`src/rtl/sync_fifo_rd_stream_pkg.sv`:
```
// Shared types and helpers for the synchronous FIFO read-side stream engine.
// Used by sync_fifo_rd_buf and sync_fifo_rd_stream.
package sync_fifo_pkg;

  localparam int BUF_DEPTH_C = 3;

  typedef logic [1:0] buf_ptr_t;
  typedef logic [1:0] occ_t;

  // Pointers cycle through 0,1,2 so the three entries behave as a ring.
  function automatic buf_ptr_t ptr_inc(input buf_ptr_t ptr);
    return (ptr == buf_ptr_t'(BUF_DEPTH_C - 1)) ? buf_ptr_t'(0) : ptr + buf_ptr_t'(1);
  endfunction

endpackage

```
`src/rtl/sync_fifo_rd_stream_if.sv`:
```
// Bundles the FIFO read port and the downstream valid/ready stream.
// The master modport is the drain engine's view; slave is the FIFO/consumer side.
interface sync_fifo_rd_stream_if #(
  parameter int WIDTH = 64
);

  logic             fifo_empty;
  logic             fifo_ren;
  logic [WIDTH-1:0] fifo_dout;
  logic             m_valid;
  logic             m_ready;
  logic [WIDTH-1:0] m_data;

  modport master (
    input  fifo_empty,
    input  fifo_dout,
    input  m_ready,
    output fifo_ren,
    output m_valid,
    output m_data
  );

  modport slave (
    output fifo_empty,
    output fifo_dout,
    output m_ready,
    input  fifo_ren,
    input  m_valid,
    input  m_data
  );

endinterface

```
`src/rtl/sync_fifo_rd_stream_buf.sv`:
```
// Three-entry prefetch ring buffer: captures FIFO read data, presents the head word.
// The occupancy count lives here so capture and pop stay consistent in one place.
module sync_fifo_rd_buf
  import sync_fifo_pkg::*;
#(
  parameter int WIDTH = 64
) (
  input  logic             clk,
  input  logic             reset,
  input  logic             wr_en,
  input  logic [WIDTH-1:0] wr_data,
  input  logic             rd_en,
  output occ_t             occ,
  output logic [WIDTH-1:0] rd_data
);

  logic [WIDTH-1:0] mem [BUF_DEPTH_C];
  buf_ptr_t         wr_ptr;
  buf_ptr_t         rd_ptr;
  occ_t             occ_q;

  // Writes are never gated on occupancy: the issuing side reserved a slot already.
  always_ff @(posedge clk or negedge reset) begin
    if (!reset) begin
      for (int i = 0; i < BUF_DEPTH_C; i++) begin
        mem[i] <= '0;
      end
      wr_ptr <= '0;
      rd_ptr <= '0;
      occ_q  <= '0;
    end else begin
      if (wr_en) begin
        mem[wr_ptr] <= wr_data;
        wr_ptr      <= ptr_inc(wr_ptr);
      end
      if (rd_en) begin
        rd_ptr <= ptr_inc(rd_ptr);
      end
      occ_q <= occ_q + occ_t'(wr_en) - occ_t'(rd_en);
    end
  end

  assign occ     = occ_q;
  assign rd_data = mem[rd_ptr];

endmodule

```
`src/rtl/sync_fifo_rd_stream.sv`:
```
// Drains the team's synchronous FIFO into a valid/ready stream at one beat per cycle.
// Optional macro SYNC_FIFO_RD_STREAM_BEATCNT_EN adds a 32-bit accepted-beat counter port.
module sync_fifo_rd_stream
  import sync_fifo_pkg::*;
#(
  parameter int WIDTH     = 64,
  parameter int BUF_DEPTH = 3
) (
  input  logic                       clk,
  input  logic                       reset,
  sync_fifo_rd_stream_if.master      bus
`ifdef SYNC_FIFO_RD_STREAM_BEATCNT_EN
  ,
  output logic [31:0]                beat_cnt
`endif
);

  generate
    if (BUF_DEPTH != BUF_DEPTH_C) begin : g_bad_depth
      $error("sync_fifo_rd_stream: BUF_DEPTH must be 3");
    end
  endgenerate

  logic       inflight;
  occ_t       occ;
  logic [2:0] committed;
  logic       issue;
  logic       pop;

  // A read is issued only if a slot is guaranteed for its data; m_ready is deliberately not used.
  assign committed    = {1'b0, occ} + {2'b00, inflight};
  assign issue        = reset && !bus.fifo_empty && (committed <= 3'd2);
  assign bus.fifo_ren = issue;

  assign bus.m_valid  = (occ != '0);
  assign pop          = bus.m_valid && bus.m_ready;

  always_ff @(posedge clk or negedge reset) begin
    if (!reset) begin
      inflight <= 1'b0;
    end else begin
      inflight <= issue;
    end
  end

  sync_fifo_rd_buf #(
    .WIDTH (WIDTH)
  ) u_buf (
    .clk     (clk),
    .reset   (reset),
    .wr_en   (inflight),
    .wr_data (bus.fifo_dout),
    .rd_en   (pop),
    .occ     (occ),
    .rd_data (bus.m_data)
  );

`ifdef SYNC_FIFO_RD_STREAM_BEATCNT_EN
  always_ff @(posedge clk or negedge reset) begin
    if (!reset) begin
      beat_cnt <= '0;
    end else if (pop) begin
      beat_cnt <= beat_cnt + 32'd1;
    end
  end
`endif

  // A presented word must not change or vanish until the consumer takes it.
  a_hold_until_accepted : assert property (
    @(posedge clk) disable iff (!reset)
    (bus.m_valid && !bus.m_ready) |=> (bus.m_valid && $stable(bus.m_data))
  );

  a_never_overcommit : assert property (
    @(posedge clk) disable iff (!reset)
    committed <= 3'd3
  );

  a_no_pop_when_empty : assert property (
    @(posedge clk) disable iff (!reset)
    bus.fifo_ren |-> !bus.fifo_empty
  );

endmodule

```
`src/flat_wrapper.sv`:
```
// flat-port wrapper written by rule: the top's interface ports become plain ports
module sync_fifo_rd_stream_flat import sync_fifo_pkg::*;
#(
  parameter int WIDTH     = 64,
  parameter int BUF_DEPTH = 3
)
  (clk, reset, bus_fifo_empty, bus_fifo_dout, bus_m_ready, bus_fifo_ren, bus_m_valid, bus_m_data);
  sync_fifo_rd_stream_if #(.WIDTH(WIDTH)) bus_i ();
  input  logic clk;
  input  logic reset;
  input wire logic [$bits(bus_i.fifo_empty)-1:0] bus_fifo_empty;
  input wire logic [$bits(bus_i.fifo_dout)-1:0] bus_fifo_dout;
  input wire logic [$bits(bus_i.m_ready)-1:0] bus_m_ready;
  output wire logic [$bits(bus_i.fifo_ren)-1:0] bus_fifo_ren;
  output wire logic [$bits(bus_i.m_valid)-1:0] bus_m_valid;
  output wire logic [$bits(bus_i.m_data)-1:0] bus_m_data;
  assign bus_i.fifo_empty = bus_fifo_empty;
  assign bus_i.fifo_dout = bus_fifo_dout;
  assign bus_i.m_ready = bus_m_ready;
  assign bus_fifo_ren = bus_i.fifo_ren;
  assign bus_m_valid = bus_i.m_valid;
  assign bus_m_data = bus_i.m_data;
  sync_fifo_rd_stream #(.WIDTH(WIDTH), .BUF_DEPTH(BUF_DEPTH)) u_core (.clk(clk), .reset(reset), .bus(bus_i));
endmodule
```
`config.mk`:
```
export PLATFORM = sky130hd
export DESIGN_NAME = sync_fifo_rd_stream_flat
export DESIGN_NICKNAME = d
export VERILOG_FILES = /design/src/rtl/sync_fifo_rd_stream_pkg.sv /design/src/rtl/sync_fifo_rd_stream_if.sv /design/src/rtl/sync_fifo_rd_stream_buf.sv /design/src/rtl/sync_fifo_rd_stream.sv /design/src/flat_wrapper.sv
export SDC_FILE = /design/constraint.sdc
export NUM_CORES = 1
export LEC_CHECK = 0
export BUFFER_PORTS_ARGS = -buffer_cell sky130_fd_sc_hd__buf_2
export CORE_ASPECT_RATIO = 2
export CORE_MARGIN = 10
export CORE_UTILIZATION = 35
export DETAILED_ROUTE_END_ITERATION = 10
export GPL_TIMING_DRIVEN = 1
export PLACE_DENSITY = 0.49
export SYNTH_ARGS = -nofsm -noshare
export SYNTH_HDL_FRONTEND = slang
export SYNTH_SLANG_ARGS = --single-unit
export TNS_END_PERCENT = 1
```
`constraint.sdc`:
```
create_clock -name clk -period 2.6 [get_ports clk]
set_clock_uncertainty 0.15 [all_clocks]
set_input_delay 0.39 -clock clk [delete_from_list [all_inputs] [get_ports clk]]
set_output_delay 0.39 -clock clk [all_outputs]
set_load 0.05 [all_outputs]
```
Yosys cells after proc, flatten, opt, wreduce, memory -nomap -nowiden

Cells that the tools add are included.

Register bits after elaboration: 199
Latch bits: 0
Bits in writable memories: 0
Memory bits (read-only): 0
Input port bits: 68
Output and inout port bits: 66
Memories: 0

Add/subtract/negate cells: 5
$mul: 0
Divide/modulo/power cells: 0
Magnitude comparators: 4
Equality and inequality tests: 2
Shifts and indexed selects: 0
Mux-type cells: 8
Bitwise logic cells: 2
Reduce and logical (&&, ||, !) cells: 6

Operators by type and width:

| cell                | count |
|---|---|
| $bwmux 192          | 1 |
| $mux 64             | 3 |
| $bmux 64 s2         | 1 |
| $demux 64 s2        | 1 |
| $ge 3x3->1 const B  | 2 |
| $not 2->3           | 2 |
| $add 2x1->2 const B | 2 |
| $eq 2x2->1 const B  | 2 |
| $logic_and 1x1->1   | 4 |
| $mux 2              | 2 |
| $add 2x1->3         | 1 |
| $le 3x2->1 const B  | 1 |
| $lt 3x1->1 const B  | 1 |
| $add 2x1->2         | 1 |
| $reduce_bool 2->1   | 1 |
| $sub 2x1->2         | 1 |
| $logic_not 1->1     | 1 |

Logic depth before layout (Yosys ltp)

Depth after elaboration: 6
Mapped depth: 7
Mapped depth without buffers: 7

Hierarchy

From an unflattened synthesis, not the netlist that was laid out.

Cells, all modules: 588
Area, all modules: 8878.5 sq um

Modules (own cells, without submodules):

| module              | instances | cells each | area an instance (sq um) | sequential area each (sq um) |
|---|---|---|---|---|
| sync_fifo_rd_buf    | 1         | 577        | 8769.7                   | 4954.8 |
| sync_fifo_rd_stream | 1         | 11         | 108.9                    | 25.0 |

Worst setup path before layout

OpenSTA, ideal clock, no wires.

Path kind: flip-flop to output port
From: register u_core.u_buf.rd_ptr[1]
To: output port bus_m_data[0]
Arrival: 1.711 ns
Slack: 0.349 ns
Cell stages (with the launch flop): 6
Path buffers: 3
Path through: dfrtp_1 -> buf_2 -> buf_4 -> buf_4 -> mux2i_1 -> o2bb2ai_1

Cells in the longest elaborated chain, start to end: 4

RTL lines:

| item                                       | line                          | RTL |
|---|---|---|
| start, declared                            | sync_fifo_rd_stream_buf.sv:19 | `buf_ptr_t rd_ptr;` |
| start signal, assigned                     | sync_fifo_rd_stream_buf.sv:37 | `rd_ptr <= ptr_inc(rd_ptr);` |
| $not 2->3 (implied by the code)            | sync_fifo_rd_stream_buf.sv:44 | `assign rd_data = mem[rd_ptr];` |
| $bmux 64 s2                                | sync_fifo_rd_stream_buf.sv:44 |  |
| $mux 64 (implied by the code) (2 in a row) | sync_fifo_rd_stream_buf.sv:44 |  |
| end, declared                              | flat_wrapper.sv:16            | `output wire logic [$bits(bus_i.m_data)-1:0] bus_m_data;` |

Every way passes these cells. The select of a mux whose other input is x is not followed.

Final worst setup path

From: register u_core.u_buf.rd_ptr[1]
To: output port bus_m_data[20]

The elaborated chain is that of the path after synthesis.

==> run summary <==
Starting Density -> 35.46%
RSZ-0062 raised after global routing -> yes
Syn avg cell area -> 15.07 um^2
Multi-input logic area -> 3580 um^2
Ant diodes -> 0
Arrival time at the worst endpoint -> 1970 ps
Synth Flop Type -> dfrtp_1
CTS Buf Count -> 17
Final #Nets -> 790
Initial DRT Pass Iterations -> 4
Yosys top cell area share -> 56.10%
Number of fill cells -> 2,436
Synth async-reset ratio -> 100.0%
Row cnt -> 82
Fin. Hold Viols -> 0
Post-Syn Instances -> 589
CP Data Required Time -> 2060 ps
I/O Pins -> 134
Netlist cell types -> 21
Setup Buffers After CTS -> 0
Crit end category -> output port
Core box area -> 25,030 um^2
Post-route insts no fill -> 1,066
Placed Cells -> 1,033
Reg area -> 4986 um^2
Fin crit share -> 96.41%
Post-synth EDFFs -> 0
Port buffer count -> 133
# DRC -> 0
Slew headroom -> 51.39%
Die Area -> 32,520 um^2
First-pass GRT wire length -> 34,160 um
Clock Latency Late Sink -> 440 ps
Post-place setup slack -> 470.4 ps
Area leader, netlist -> dfrtp_1
Tightest Pin Transition -> 729.1 ps
Final Cell Area -> 10,500 um^2
Routed wire per std cell -> 20.02 um
Largest net degree at the start of global routing -> 110
CTS tree -> yes
Post-synthesis sequential area ratio -> 56.10%
Maximum clock rate -> 398.9 MHz
Post-Place Cell Area -> 9877 um^2
H-tree Lvls -> 4
Total number of yosys warnings -> 0
CTS max path bufs -> 2
Final antenna-violating net count -> 0
Synth cell count leaders -> dfrtp_1, mux2_2, mux2i_1, o2bb2ai_1, mux2_1
Synth Cell Area -> 8876 um^2
Fraction of layout cells with a size suffix above 1 -> 46.03%
Final number of setup-violating endpoints -> 0
Clk root buf -> clkbuf_16
Grt total ovfl -> 0
# Max-Cap Violations -> 0
Status -> completed
Placer Congestion -> 0.7375
Synth Net Count -> 662
#FFs+latches synth -> 199
Vias -> 5,312
Die W -> 132.6 um
Clock sink count -> 199
Die span in y -> 245.2 um
Worst setup margin -> 93.36 ps
Total Routing Usage GR -> 13.57%
Pins Over Slew Limit -> 0
Clock slew at reported path FFs -> 70 ps
Synthesis-to-finish area growth -> 18.33%
Count leader, synth -> dfrtp_1
DRT iter0 DRCs -> 208
Largest fanout on the critical path -> 47
Antenna violations before repair -> 0
Dpl hpwl -> 14,910 um
Critical Path Source Type -> register
Routed WL -> 21,350 um
CP Class -> reg2out
Min Clock Period, post-route -> 2507 ps
Vias per inst -> 4.983
Vias in the first global route -> 6,026
HP Class -> in2reg
Synth top area cells -> dfrtp_1, mux2_2, mux2i_1
[metrics by stage]
stage / util (%) / setup TNS, ps / hold WS (ps)
floorplan: - / 0 / -55.59
global route: 41.95 / -8.664 / 14.78
global placement: 39.45 / 0 / 137.6
CTS: 41.75 / 0 / 8.630
finish: 41.95 / 0 / 33.46
detailed placement: 39.45 / 0 / 140.0
[cell usage in the layout, fill, tap and decap left out, drive strengths merged, types with 2 or more instances in the layout]
master	netlist	final
buf	35	141
clkbuf	8	34
clkinv	0	6
dfrtp	199	199
ha	5	5
inv	7	7
mux2	194	194
mux2i	64	64
nand3b	2	2
nor3b	2	2
o21ai	2	2
o2bb2ai	64	64
xnor2	2	2
[registers in the layout, summed over array words and instances (netlist names)]
name                 cells
u_core.inflight          1
u_core.u_buf.mem       192
u_core.u_buf.wr_ptr      2
u_core.u_buf.occ         2
u_core.u_buf.rd_ptr      2
[per-layer routing]
layer	global-route usage [%]	vias to the layer above	wire length, um
li1	-	2415	-
met5	0	-	0
met3	4.071	23	979
met4	5.104	0	438
met2	25.49	99	12100
met1	13.66	2775	7823
[worst paths after layout]
kind / startpoint / endpoint / slack (ps) / cells past startpoint
min reg2reg: u_core.u_buf.mem[105] / u_core.u_buf.mem[105] / 340 / 1
max in group asynchronous: reset / u_core.u_buf.mem[120] / 1070 / 3
min in group asynchronous: reset / u_core.u_buf.mem[123] / 230 / 2
max reg2reg: u_core.u_buf.occ[1] / u_core.u_buf.occ[1] / 800 / 8
max: u_core.u_buf.rd_ptr[1] / bus_m_data[20] / 90 / 4
min: bus_fifo_dout[17] / u_core.u_buf.mem[81] / 30 / 2
[area by class of cell]
class | count | share of cell area, %
clock buffer | 24 | 4.682
clock inverter | 8 | 0.6791
inverter | 7 | 0.2502
multi-input combinational | 340 | 34.08
sequential | 199 | 47.47
tap | 336 | 4.003
timing repair buffer | 152 | 8.828
[cell families (layout without fill, tap and decap cells)]
family | after synthesis | count (layout) | synth area share (%)
mux | 258 | 258 | 31.83
buf+inv | 50 | 191 | 3.961
fa+ha+maj | 5 | 5 | 0.7048
xor+xnor | 2 | 2 | 0.1974
flops | 199 | 199 | 56.10
simple gates | 7 | 7 | 0.5780
compound gates | 68 | 68 | 6.625
[critical path, stage by stage (launching register included)]
cell       delay, ps
dfrtp_4          600
nor2b_4          180
buf_12           270
o2bb2ai_1        150
buf_2            300
[timing repair]
item / CTS / global route
hold endpoints to repair: 34 / 0
hold buffers: 1 / 0
endpoints found under the setup margin: 1 / 15
gates resized for setup: 1 / 19
Power is left out: the tool's default activity adds up to more than one toggle a clock period on the data nets, which glitch-free logic cannot reach.
